===== src/rtl/lc3b_types.sv =====
// Shared LC-3b types: machine word, fetch FSM states and the fetch buffer entry.
package lc3b_types;

    typedef logic [15:0] lc3b_word;

    typedef enum logic [1:0] {
        IDLE = 2'd0,
        REQ  = 2'd1,
        DROP = 2'd2
    } lc3b_fetch_state;

    localparam lc3b_word LC3B_INSTR_BYTES = 16'd2;

    typedef struct packed {
        lc3b_word instr;
        lc3b_word pc;
    } lc3b_fetch_entry;

endpackage


===== src/rtl/lc3b_fetch_unit_if.sv =====
// Instruction-memory read port plus decode handshake and redirect for the fetch unit.
interface lc3b_fetch_unit_if;
    import lc3b_types::*;

    lc3b_word mem_address;
    logic     mem_read;
    logic     mem_resp;
    lc3b_word mem_rdata;
    logic     redirect;
    lc3b_word redirect_pc;
    lc3b_word instr;
    lc3b_word instr_pc;
    logic     instr_valid;
    logic     instr_ready;

    modport master (
        output mem_address, mem_read, instr, instr_pc, instr_valid,
        input  mem_resp, mem_rdata, redirect, redirect_pc, instr_ready
    );

    modport slave (
        input  mem_address, mem_read, instr, instr_pc, instr_valid,
        output mem_resp, mem_rdata, redirect, redirect_pc, instr_ready
    );

endinterface


===== src/rtl/lc3b_fetch_fifo.sv =====
// Instruction buffer between fetch and decode; DEPTH must be a power of two so pointers wrap naturally.
module lc3b_fetch_fifo
    import lc3b_types::*;
#(
    parameter  int DEPTH = 2,
    localparam int PTR_W = $clog2(DEPTH),
    localparam int CNT_W = PTR_W + 1
) (
    input  logic            clk,
    input  logic            reset,
    input  logic            push,
    input  logic            pop,
    input  logic            flush,
    input  lc3b_fetch_entry wdata,
    output logic [CNT_W-1:0] count,
    output lc3b_fetch_entry head
);

    localparam logic [PTR_W-1:0] PTR_ONE = PTR_W'(1);
    localparam logic [CNT_W-1:0] CNT_ONE = CNT_W'(1);

    lc3b_fetch_entry  mem_r [DEPTH];
    logic [PTR_W-1:0] wr_ptr_r;
    logic [PTR_W-1:0] rd_ptr_r;
    logic [CNT_W-1:0] count_r;

    // Storage, pointers and occupancy; flush only rewinds pointers, stale data is never observed as valid.
    always_ff @(posedge clk or posedge reset) begin
        if (reset) begin
            wr_ptr_r <= {PTR_W{1'b0}};
            rd_ptr_r <= {PTR_W{1'b0}};
            count_r  <= {CNT_W{1'b0}};
            for (int i = 0; i < DEPTH; i++) begin
                mem_r[i] <= '{instr: 16'h0000, pc: 16'h0000};
            end
        end else if (flush) begin
            wr_ptr_r <= {PTR_W{1'b0}};
            rd_ptr_r <= {PTR_W{1'b0}};
            count_r  <= {CNT_W{1'b0}};
        end else begin
            if (push) begin
                mem_r[wr_ptr_r] <= wdata;
                wr_ptr_r        <= wr_ptr_r + PTR_ONE;
            end
            if (pop) begin
                rd_ptr_r <= rd_ptr_r + PTR_ONE;
            end
            case ({push, pop})
                2'b10:   count_r <= count_r + CNT_ONE;
                2'b01:   count_r <= count_r - CNT_ONE;
                default: count_r <= count_r;
            endcase
        end
    end

    assign count = count_r;
    assign head  = mem_r[rd_ptr_r];

endmodule


===== src/rtl/lc3b_fetch_unit.sv =====
// LC-3b instruction fetch: owns fetch_pc, drives the imem read port, buffers words for decode.
// Optional build macro LC3B_FETCH_ALIGN_CHECK_EN adds the fetch_misaligned flag and odd-target stall.
module lc3b_fetch_unit
    import lc3b_types::*;
#(
    parameter int       DEPTH    = 2,
    parameter lc3b_word RESET_PC = 16'h0000
) (
    input  logic               clk,
    input  logic               reset,
    lc3b_fetch_unit_if.master  bus
`ifdef LC3B_FETCH_ALIGN_CHECK_EN
    ,
    output logic               fetch_misaligned
`endif
);

    localparam int               CNT_W   = $clog2(DEPTH) + 1;
    localparam logic [CNT_W-1:0] DEPTH_C = CNT_W'(DEPTH);
    localparam logic [CNT_W-1:0] CNT_ONE = CNT_W'(1);

    lc3b_fetch_state  state_r, state_s;
    lc3b_word         fetch_pc_r, fetch_pc_s;
    lc3b_word         mem_addr_r;
    logic             mem_read_r;
    logic             misaligned_r, misaligned_s;
    lc3b_word         load_pc_s;
    logic             push_s, pop_s;
    logic [CNT_W-1:0] count_s, post_cnt_s;
    lc3b_fetch_entry  head_s, wdata_s;

    lc3b_fetch_fifo #(.DEPTH(DEPTH)) u_fifo (
        .clk   (clk),
        .reset (reset),
        .push  (push_s),
        .pop   (pop_s),
        .flush (bus.redirect),
        .wdata (wdata_s),
        .count (count_s),
        .head  (head_s)
    );

    // Handshake, occupancy after this cycle, and the next fetch_pc.
    always_comb begin
        pop_s   = (count_s != {CNT_W{1'b0}}) & bus.instr_ready & ~bus.redirect;
        push_s  = (state_r == REQ) & bus.mem_resp & ~bus.redirect;
        wdata_s = '{instr: bus.mem_rdata, pc: fetch_pc_r + LC3B_INSTR_BYTES};
`ifdef LC3B_FETCH_ALIGN_CHECK_EN
        load_pc_s    = bus.redirect_pc;
        misaligned_s = bus.redirect ? bus.redirect_pc[0] : misaligned_r;
`else
        load_pc_s    = bus.redirect_pc & 16'hFFFE;
        misaligned_s = 1'b0;
`endif
        if (bus.redirect) begin
            post_cnt_s = {CNT_W{1'b0}};
        end else begin
            case ({push_s, pop_s})
                2'b10:   post_cnt_s = count_s + CNT_ONE;
                2'b01:   post_cnt_s = count_s - CNT_ONE;
                default: post_cnt_s = count_s;
            endcase
        end
        if (bus.redirect) begin
            fetch_pc_s = load_pc_s;
        end else if (push_s) begin
            fetch_pc_s = fetch_pc_r + LC3B_INSTR_BYTES;
        end else begin
            fetch_pc_s = fetch_pc_r;
        end
    end

    // Next-state logic; DROP waits out a request that a redirect made stale, since it cannot be aborted.
    always_comb begin
        state_s = state_r;
        case (state_r)
            IDLE: begin
                if (!misaligned_s && (bus.redirect || (count_s < DEPTH_C))) begin
                    state_s = REQ;
                end else begin
                    state_s = IDLE;
                end
            end
            REQ: begin
                if (bus.redirect && !bus.mem_resp) begin
                    state_s = DROP;
                end else if (bus.mem_resp) begin
                    state_s = (!misaligned_s && (post_cnt_s < DEPTH_C)) ? REQ : IDLE;
                end else begin
                    state_s = REQ;
                end
            end
            DROP: begin
                if (bus.mem_resp) begin
                    state_s = misaligned_s ? IDLE : REQ;
                end else begin
                    state_s = DROP;
                end
            end
            default: state_s = IDLE;
        endcase
    end

    // State, fetch PC and the registered memory request; the address only changes when a new request starts.
    always_ff @(posedge clk or posedge reset) begin
        if (reset) begin
            state_r      <= IDLE;
            fetch_pc_r   <= RESET_PC;
            mem_addr_r   <= RESET_PC;
            mem_read_r   <= 1'b0;
            misaligned_r <= 1'b0;
        end else begin
            state_r      <= state_s;
            fetch_pc_r   <= fetch_pc_s;
            mem_read_r   <= (state_s != IDLE);
            misaligned_r <= misaligned_s;
            if (state_s == REQ) begin
                mem_addr_r <= fetch_pc_s;
            end else begin
                mem_addr_r <= mem_addr_r;
            end
        end
    end

    assign bus.mem_address = mem_addr_r;
    assign bus.mem_read    = mem_read_r;
    assign bus.instr       = head_s.instr;
    assign bus.instr_pc    = head_s.pc;
    assign bus.instr_valid = (count_s != {CNT_W{1'b0}});
`ifdef LC3B_FETCH_ALIGN_CHECK_EN
    assign fetch_misaligned = misaligned_r;
`endif

endmodule


===== src/flat_wrapper.sv =====
// flat-port wrapper written by rule: the top's interface ports become plain ports
module lc3b_fetch_unit_flat import lc3b_types::*;
#(
    parameter int       DEPTH    = 2,
    parameter lc3b_word RESET_PC = 16'h0000
)
  (clk, reset, bus_mem_address, bus_mem_read, bus_instr, bus_instr_pc, bus_instr_valid, bus_mem_resp, bus_mem_rdata, bus_redirect, bus_redirect_pc, bus_instr_ready);
  lc3b_fetch_unit_if bus_i ();
  input  logic clk;
  input  logic reset;
  output wire logic [$bits(bus_i.mem_address)-1:0] bus_mem_address;
  output wire logic [$bits(bus_i.mem_read)-1:0] bus_mem_read;
  output wire logic [$bits(bus_i.instr)-1:0] bus_instr;
  output wire logic [$bits(bus_i.instr_pc)-1:0] bus_instr_pc;
  output wire logic [$bits(bus_i.instr_valid)-1:0] bus_instr_valid;
  input wire logic [$bits(bus_i.mem_resp)-1:0] bus_mem_resp;
  input wire logic [$bits(bus_i.mem_rdata)-1:0] bus_mem_rdata;
  input wire logic [$bits(bus_i.redirect)-1:0] bus_redirect;
  input wire logic [$bits(bus_i.redirect_pc)-1:0] bus_redirect_pc;
  input wire logic [$bits(bus_i.instr_ready)-1:0] bus_instr_ready;
  assign bus_mem_address = bus_i.mem_address;
  assign bus_mem_read = bus_i.mem_read;
  assign bus_instr = bus_i.instr;
  assign bus_instr_pc = bus_i.instr_pc;
  assign bus_instr_valid = bus_i.instr_valid;
  assign bus_i.mem_resp = bus_mem_resp;
  assign bus_i.mem_rdata = bus_mem_rdata;
  assign bus_i.redirect = bus_redirect;
  assign bus_i.redirect_pc = bus_redirect_pc;
  assign bus_i.instr_ready = bus_instr_ready;
  lc3b_fetch_unit #(.DEPTH(DEPTH), .RESET_PC(RESET_PC)) u_core (.clk(clk), .reset(reset), .bus(bus_i));
endmodule

===== config.mk =====
export PLATFORM = sky130hd
export DESIGN_NAME = lc3b_fetch_unit_flat
export DESIGN_NICKNAME = d
export VERILOG_FILES = /design/src/rtl/lc3b_types.sv /design/src/rtl/lc3b_fetch_unit_if.sv /design/src/rtl/lc3b_fetch_fifo.sv /design/src/rtl/lc3b_fetch_unit.sv /design/src/flat_wrapper.sv
export SDC_FILE = /design/constraint.sdc
export NUM_CORES = 1
export LEC_CHECK = 0
export BUFFER_PORTS_ARGS = -buffer_cell sky130_fd_sc_hd__buf_2
export CAP_MARGIN = 0
export CORE_MARGIN = 10
export CORE_UTILIZATION = 50
export CTS_CLUSTER_DIAMETER = 200
export CTS_CLUSTER_SIZE = 14
export DETAILED_ROUTE_END_ITERATION = 10
export PLACE_DENSITY = 0.76
export SETUP_SLACK_MARGIN = 0.15
export SLEW_MARGIN = 20
export SYNTH_ARGS = -nofsm -noshare
export SYNTH_HDL_FRONTEND = slang
export SYNTH_SLANG_ARGS = --single-unit

===== constraint.sdc =====
create_clock -name clk -period 2.6 [get_ports clk]
set_input_delay 0.13 -clock clk [delete_from_list [all_inputs] [get_ports clk]]
set_output_delay 0.13 -clock clk [all_outputs]
set_load 0.005 [all_outputs]

; ---- Word level (Yosys, flattened, before mapping)
; Cells that the tools add are included.
[op_classes]
addsub = 5
mul = 0
div = 0
magnitude_cmp = 5
eq_ne = 5
shifts = 0
mux = 20
bitwise_logic = 7
n_reduce_logical = 10
[op_table]
columns = operator, n
row1 = $mux 32, 4
row2 = $bwmux 64, 1
row3 = $demux 32 s1, 1
row4 = $mux 16, 2
row5 = $add 16x2->16 const B, 1
row6 = $mux 2, 4
row7 = $reduce_bool 2->1, 4
row8 = $eq 2x1->1 const B, 3
row9 = $mux 1, 6
row10 = $pmux 2 s3, 1
row11 = $and 1x1->1, 4
row12 = $eq 2x2->1 const B, 2
row13 = $ge 2x2->1 const B, 2
row14 = $lt 2x2->1 const B, 2
row15 = $not 1->2, 2
row16 = $pmux 2 s2, 1
row17 = $add 1x1->1 const B, 2
row18 = $add 2x1->2 const B, 1
row19 = $logic_and 1x1->1, 2
row20 = $logic_not 2->1, 1
row21 = $lt 2x1->1 const B, 1
row22 = $reduce_and 2->1, 1
row23 = $sub 2x1->2 const B, 1
row24 = $logic_not 1->1, 1
row25 = 2 further kinds, 2
[word_totals]
ff_bits = 103
latch_bits = 0
ramBits = 0
mem_bits_ro = 0
input_bits = 37
output_inout_bits = 50
elab_cells = 63
n_memories = 0

; ---- Depth between registers and ports, before layout
[depth]
depth_word = 12
depth_mapped = 11
mapped_depth_nobuf = 9

; ---- Cells and area by module
; From an unflattened synthesis, not the netlist that was laid out.
[hier_totals]
cells_unflattened = 362
area_unflattened_um2 = 4889.7
[modules_own_cells]
columns = module, n_inst, cells_per_inst, area_each_um2, seq_area_each_um2
row1 = lc3b_fetch_fifo, 1, 191, 2977.9, 1701.6
row2 = lc3b_fetch_unit, 1, 171, 1911.8, 875.8

; ---- Worst setup path after synthesis
; Ideal clock, no wire load.
[synth_timing]
kind = flip-flop to flip-flop
start = reg u_core.state_r[1]
end = reg u_core.mem_read_r, in the netlist u_core.bus.mem_read
setup_ns = 0.127
arrival_time_ns = 2.399
t_required_ns = 2.473
slack_ns = 0.074
path_stages_with_launch = 10
path_buffers = 1
synth_period_minus_slack_ns = 2.526
cell_sequence = dfrtp_1 > nand3b_1 > nor2_1 > inv_1 > ha_1 > or3_1 > a21oi_1 > a31oi_2 > buf_6 > or2_2
[synth_between]
elab_chain_len = 12
word_cells_on_any_way = 15
classes_between = order compare (1) / eq/ne (4) / mux (6) / bitwise (2) / reduce/logical (2)
[synth_lines]
columns = item, line
row1 = from (decl), lc3b_fetch_unit.sv:22  ; lc3b_fetch_state state_r, state_s;
row2 = from (signal assigned), lc3b_fetch_unit.sv:113  ; state_r <= state_s;
row3 = $eq 2x1->1 (*), lc3b_fetch_unit.sv:46  ; push_s = (state_r == REQ) & bus.mem_resp & ~bus.redirect;
row4 = $and 1x1->1 (*) (2 in series), lc3b_fetch_unit.sv:46
row5 = $eq 2x1->1 or $eq 2x2->1 (tied branches), lc3b_fetch_unit.sv:58  ; case ({push_s, pop_s})
row6 = $pmux 2 s2 (*), lc3b_fetch_unit.sv:58
row7 = $mux 2 (*), -
row8 = via u_core.post_cnt_s[1], lc3b_fetch_unit.sv:29  ; logic [CNT_W-1:0] count_s, post_cnt_s;
row9 = $lt 2x2->1 (*), lc3b_fetch_unit.sv:88  ; state_s = (!misaligned_s && (post_cnt_s < DEPTH_C)) ? REQ : IDLE;
row10 = $mux 1 (*), lc3b_fetch_unit.sv:88
row11 = $mux 2 (*), lc3b_fetch_unit.sv:87  ; end else if (bus.mem_resp) begin
row12 = $mux 2 (*), lc3b_fetch_unit.sv:85  ; if (bus.redirect && !bus.mem_resp) begin
row13 = $pmux 2 s3 (*), lc3b_fetch_unit.sv:76  ; case (state_r)
row14 = via u_core.state_s[0], lc3b_fetch_unit.sv:22
row15 = $reduce_bool 2->1 (*), lc3b_fetch_unit.sv:115  ; mem_read_r <= (state_s != IDLE);
row16 = to (signal assigned), lc3b_fetch_unit.sv:115
row17 = to (decl), lc3b_fetch_unit.sv:25  ; logic mem_read_r;
; Mark *: on every way through the listed nets, which the timed path passes. The rest lies on a longest branch.
; A chain may end at the register's enable or synchronous reset.

; ---- Final worst setup path
[layout_timing]
start = reg u_core.u_fifo.count_r[1], in the netlist u_core.u_fifo.count[1]
end = reg u_core.mem_addr_r[3], in the netlist u_core.bus.mem_address[3]
[layout_between]
elab_chain_len = 12
word_cells_on_any_way = 18
classes_between = add/sub (2) / order compare (2) / eq/ne (3) / mux (7) / bitwise (2) / reduce/logical (2)
[layout_lines]
columns = item, line
row1 = from (decl), lc3b_fetch_fifo.sv:25  ; logic [CNT_W-1:0] count_r;
row2 = from (signal assigned), lc3b_fetch_fifo.sv:32  ; count_r <= {CNT_W{1'b0}};
row3 = from (signal assigned), lc3b_fetch_fifo.sv:39  ; count_r <= {CNT_W{1'b0}};
row4 = from (signal assigned), lc3b_fetch_fifo.sv:49  ; 2'b10: count_r <= count_r + CNT_ONE;
row5 = $reduce_bool 2->1, lc3b_fetch_unit.sv:45  ; pop_s = (count_s != {CNT_W{1'b0}}) & bus.instr_ready & ~bus.redirect;
row6 = $and 1x1->1 (2 in series), lc3b_fetch_unit.sv:45
row7 = $eq 2x1->1 or $eq 2x2->1 (tied branches), lc3b_fetch_unit.sv:58
row8 = $pmux 2 s2 (*), lc3b_fetch_unit.sv:58
row9 = $mux 2 (*), -
row10 = via u_core.post_cnt_s[1], lc3b_fetch_unit.sv:29
row11 = $lt 2x2->1 (*), lc3b_fetch_unit.sv:88
row12 = $mux 1 (*), lc3b_fetch_unit.sv:88
row13 = $mux 2 (*), lc3b_fetch_unit.sv:87
row14 = $mux 2 (*), lc3b_fetch_unit.sv:85
row15 = $pmux 2 s3 (*), lc3b_fetch_unit.sv:76
row16 = $eq 2x1->1 (*), lc3b_fetch_unit.sv:117  ; if (state_s == REQ) begin
row17 = to (signal assigned), lc3b_fetch_unit.sv:118  ; mem_addr_r <= fetch_pc_s;
row18 = to (signal assigned), lc3b_fetch_unit.sv:120  ; mem_addr_r <= mem_addr_r;
row19 = to (decl), lc3b_fetch_unit.sv:24  ; lc3b_word mem_addr_r;
; Marks and branches as above.

==> flow_summary.toml <==
[worst_setup_path]
cp-end-kind = "flop"
worstSetupPathType = "flop to flop"
cp_top_family = "simple AND/OR/NAND/NOR gates"
worstPathMaxFanout = 5
r2r-start = "u_core.u_fifo.count[1]$_DFF_PP0_"
critPathBufInv = 1
worstPathArrival_ns = 2.64
worstPathRequired_ns = 2.86
crit_path_start = "u_core.u_fifo.count[1]$_DFF_PP0_"
slowest_stage = "dfrtp_1"
worstPathCellList = "or2_4 -> nand2_4 -> nor2_2 -> ha_4 -> xnor2_2 -> or3_4 -> a21oi_4 -> buf_12 -> a31oi_4 -> mux2_4"
r2r_slack_ns = 0.21
critPathMaxStageDelay_ns = 0.39
critPathLaunchType = "flop"

[sta]
fin_crit_sh_pct = 91.8
fin_skew_ns = 0.00944
fmax_ghz = 0.419
timing.hold.ws_ns = 0.0113
min_period_ns = 2.39
rsz0062_at_grt = "yes"
worstMarginPinSlew_ns = 1.05
slew_headroom_pct = 29.5
setup_viol = 0
hold_viol_final = 0
maxSlewViolCount = 0

[placed_design]
routabilityCongestion = 0.852
place.port_buffers = 85
hpwl_um = 6800

[layout]
antenna_cells = 0
multi_input_area_um2 = 2100
fill_cells = 725
seq_area_um2 = 2580
layout-area-overhead-vs-synth_pct = 24.2
final_layout_size_suffix_gt1_share_pct = 43.2
fin_nets = 547
fin_util_pct = 63.3

[global_routing]
grt_pass1_vias = 3526
grt_pass1_wl_um = 17400
grt_max_degree = 50
antenna_found_initial = 0
groute.usage.overall_pct = 16.1
grt_overflow = 0

[min_path]
min-delay-start = "bus_mem_rdata[8]"
hold_path_class = "primary input to flop"

[die]
pin_count = 87
row_count = 35
die_y_um = 117
dieArea_um2 = 13600
initial_core_util_pct = 51.0
dieWidth_um = 117
core_um2 = 9200

[drt]
postRouteWirelength_um = 10300
num_vias = 3292
post_drt_wl_per_cell_um = 16.6
drtIter0Drc = 136
postRouteAntennaNets = 0
drc = 0
first_pass_iters = 4
via_per_inst = 5.29

[power_and_ir_drop]
powerDensity_nw_per_um2 = 816
internal-power_mw = 3.35
seqPwrFrac_pct = 50.3
p_switching_mw = 1.40
p_clk_share_pct = 21.3
swShare_pct = 29.4
vdd_drop_max_uv = 391
power_frac_comb_pct = 28.4
total_power_mw = 4.75
power_leakage_nw = 2.63

[clock_network]
clk_pin_slew_ns = 0.09
cts_tree = "done"
cts-htree-levels = 3
clk_latency_ns = 0.37
root_buffer = "clkbuf_8"
cts_num_sinks = 103
clockBufferDepth = 2
cts_buffers = 9

[synthesis]
yosys_warnings = 0
yosysSeqAreaShare_pct = 55.0
yosys.area.top_type = "dfrtp_1"
synth_seq_cells = 103
synth_fp_nets = 435
netlist_top_cells_area = "dfrtp_1, mux2_2, o21ai_0, nand2_1, xnor2_1"
synth_cell_types = 34
synth_top_area_share_pct = 55.0
syn-instance-count = 395
syn-cell-area_um2 = 4690
postSynthAreaPerCell_um2 = 11.9

[run_status]
status = "finished, final reports clean"

[flow_run]
maxCapViolCount = 0
## routing by layer
metal | GRT usage [%] | share of wire, % | wire length (um)
met3 | 4.84 | 6.5 | 674
met1 | 20.2 | 45 | 4670
met5 | 0 | 0 | 0
met2 | 26.1 | 47 | 4860
met4 | 4.86 | 1.4 | 148
## path summary, 6_finish.rpt
path | cells past startpoint | end
max | 10 | u_core.bus.mem_address[3]$_DFFE_PP0N_
min | 2 | u_core.u_fifo.mem_r[56]$_DFFE_PP0P_
max reg2reg | 10 | u_core.bus.mem_address[3]$_DFFE_PP0N_
min reg2reg | 2 | u_core.u_fifo.mem_r[35]$_DFFE_PP0P_
max in group asynchronous | 4 | u_core.u_fifo.mem_r[22]$_DFFE_PP0P_
min in group asynchronous | 3 | u_core.bus.mem_address[12]$_DFFE_PP0N_
## power by group through the flow
stage | clock network [mW] | registers [mW] | logic, mW
after floorplan | 0 | 2.34 | 0.842
after global placement | 0 | 2.37 | 1.25
after detailed placement | 0 | 2.42 | 1.29
after CTS | 1.04 | 2.39 | 1.37
after global routing | 1.10 | 2.46 | 1.53
final | 1.01 | 2.39 | 1.35
## synthesized netlist by cell type (all sizes together)
| cell type | instances |
|---|---|
| or3 | 2 |
| and3b | 1 |
| nor4b | 1 |
| mux2 | 84 |
| nand2b | 2 |
| nor2 | 12 |
| nand2 | 50 |
| nor3 | 7 |
| or4 | 1 |
| or2 | 3 |
| o221ai | 2 |
| mux2i | 3 |
| a21oi | 6 |
| nor4 | 5 |
| a31oi | 1 |
| nand3b | 2 |
| xor2 | 7 |
| nand4 | 2 |
| xnor2 | 19 |
| o21ai | 41 |
| o21a | 1 |
| and4 | 1 |
| buf | 6 |
| o31a | 1 |
| clkbuf | 17 |
| inv | 5 |
| nand3 | 6 |
| dfrtp | 103 |
| ha | 3 |
| nor2b | 1 |
## timing repair
action	4_1_cts	5_1_grt
buffers inserted	7	2
hold buffers	17	1
pin swaps	7	4
endpoints found under the setup margin	17	17
endpoints found under the hold margin	54	1
resized for setup	13	2
cloned	2	0
## cell families after synthesis
group                      after synthesis  share of synthesized area [%]
AOI/OAI and AO/OA                       52                           6.01
xor gates and xnor gates                26                           4.86
adders and majority gates                3                          0.801
buffers and inverters                   28                           2.54
DFF                                    103                           55.0
muxes                                   87                           20.9
and+or+nand+nor                         96                           9.88
## flip-flops by register name, summed over array words and instances, names as in the netlist
register	flops
u_core.state_r	2
u_core.u_fifo.wr_ptr_r	1
u_core.u_fifo.count	2
u_core.u_fifo.rd_ptr_r	1
u_core.fetch_pc_r	16
u_core.u_fifo.mem_r	64
u_core.bus.mem_address	16
u_core.bus.mem_read	1
## cell usage in the layout, fill, tap and decap left out, drive strengths merged, types with 2 or more instances in the layout
cell type,netlist,layout
buf,6,104
dfrtp,103,103
mux2,84,84
nand2,50,50
o21ai,41,41
xnor2,19,19
dlygate4sd3,0,18
nor2,12,12
clkbuf,17,11
xor2,7,7
nor3,7,7
a21oi,6,6
nand3,6,6
nor4,5,5
inv,5,5
a31oi,1,3
mux2i,3,3
or2,3,3
ha,3,3
nand3b,2,2
nand4,2,2
nand2b,2,2
o221ai,2,2
clkinvlp,0,2
or3,2,2
## layout make-up
type	instances	area share, %
tap	111	2.39
sequential	103	44.3
timing repair buffer	122	13.5
clock inverter	4	0.946
inverter	5	0.387
multi-input combinational	266	36.1
clock buffer	11	2.43
## per-stage QoR
stage	cells	setup WS, ns	TNS (ns)	cell area [um2]
after floorplan	395	0.161	0	4700
after global placement	578	0.0112	0	5260
after detailed placement	578	-0.0399	-0.451	5260
after CTS	619	0.146	0	5790
after global routing	622	0.120	0	5820
final	622	0.214	0	5820
Power figures use the tool's default switching activity.
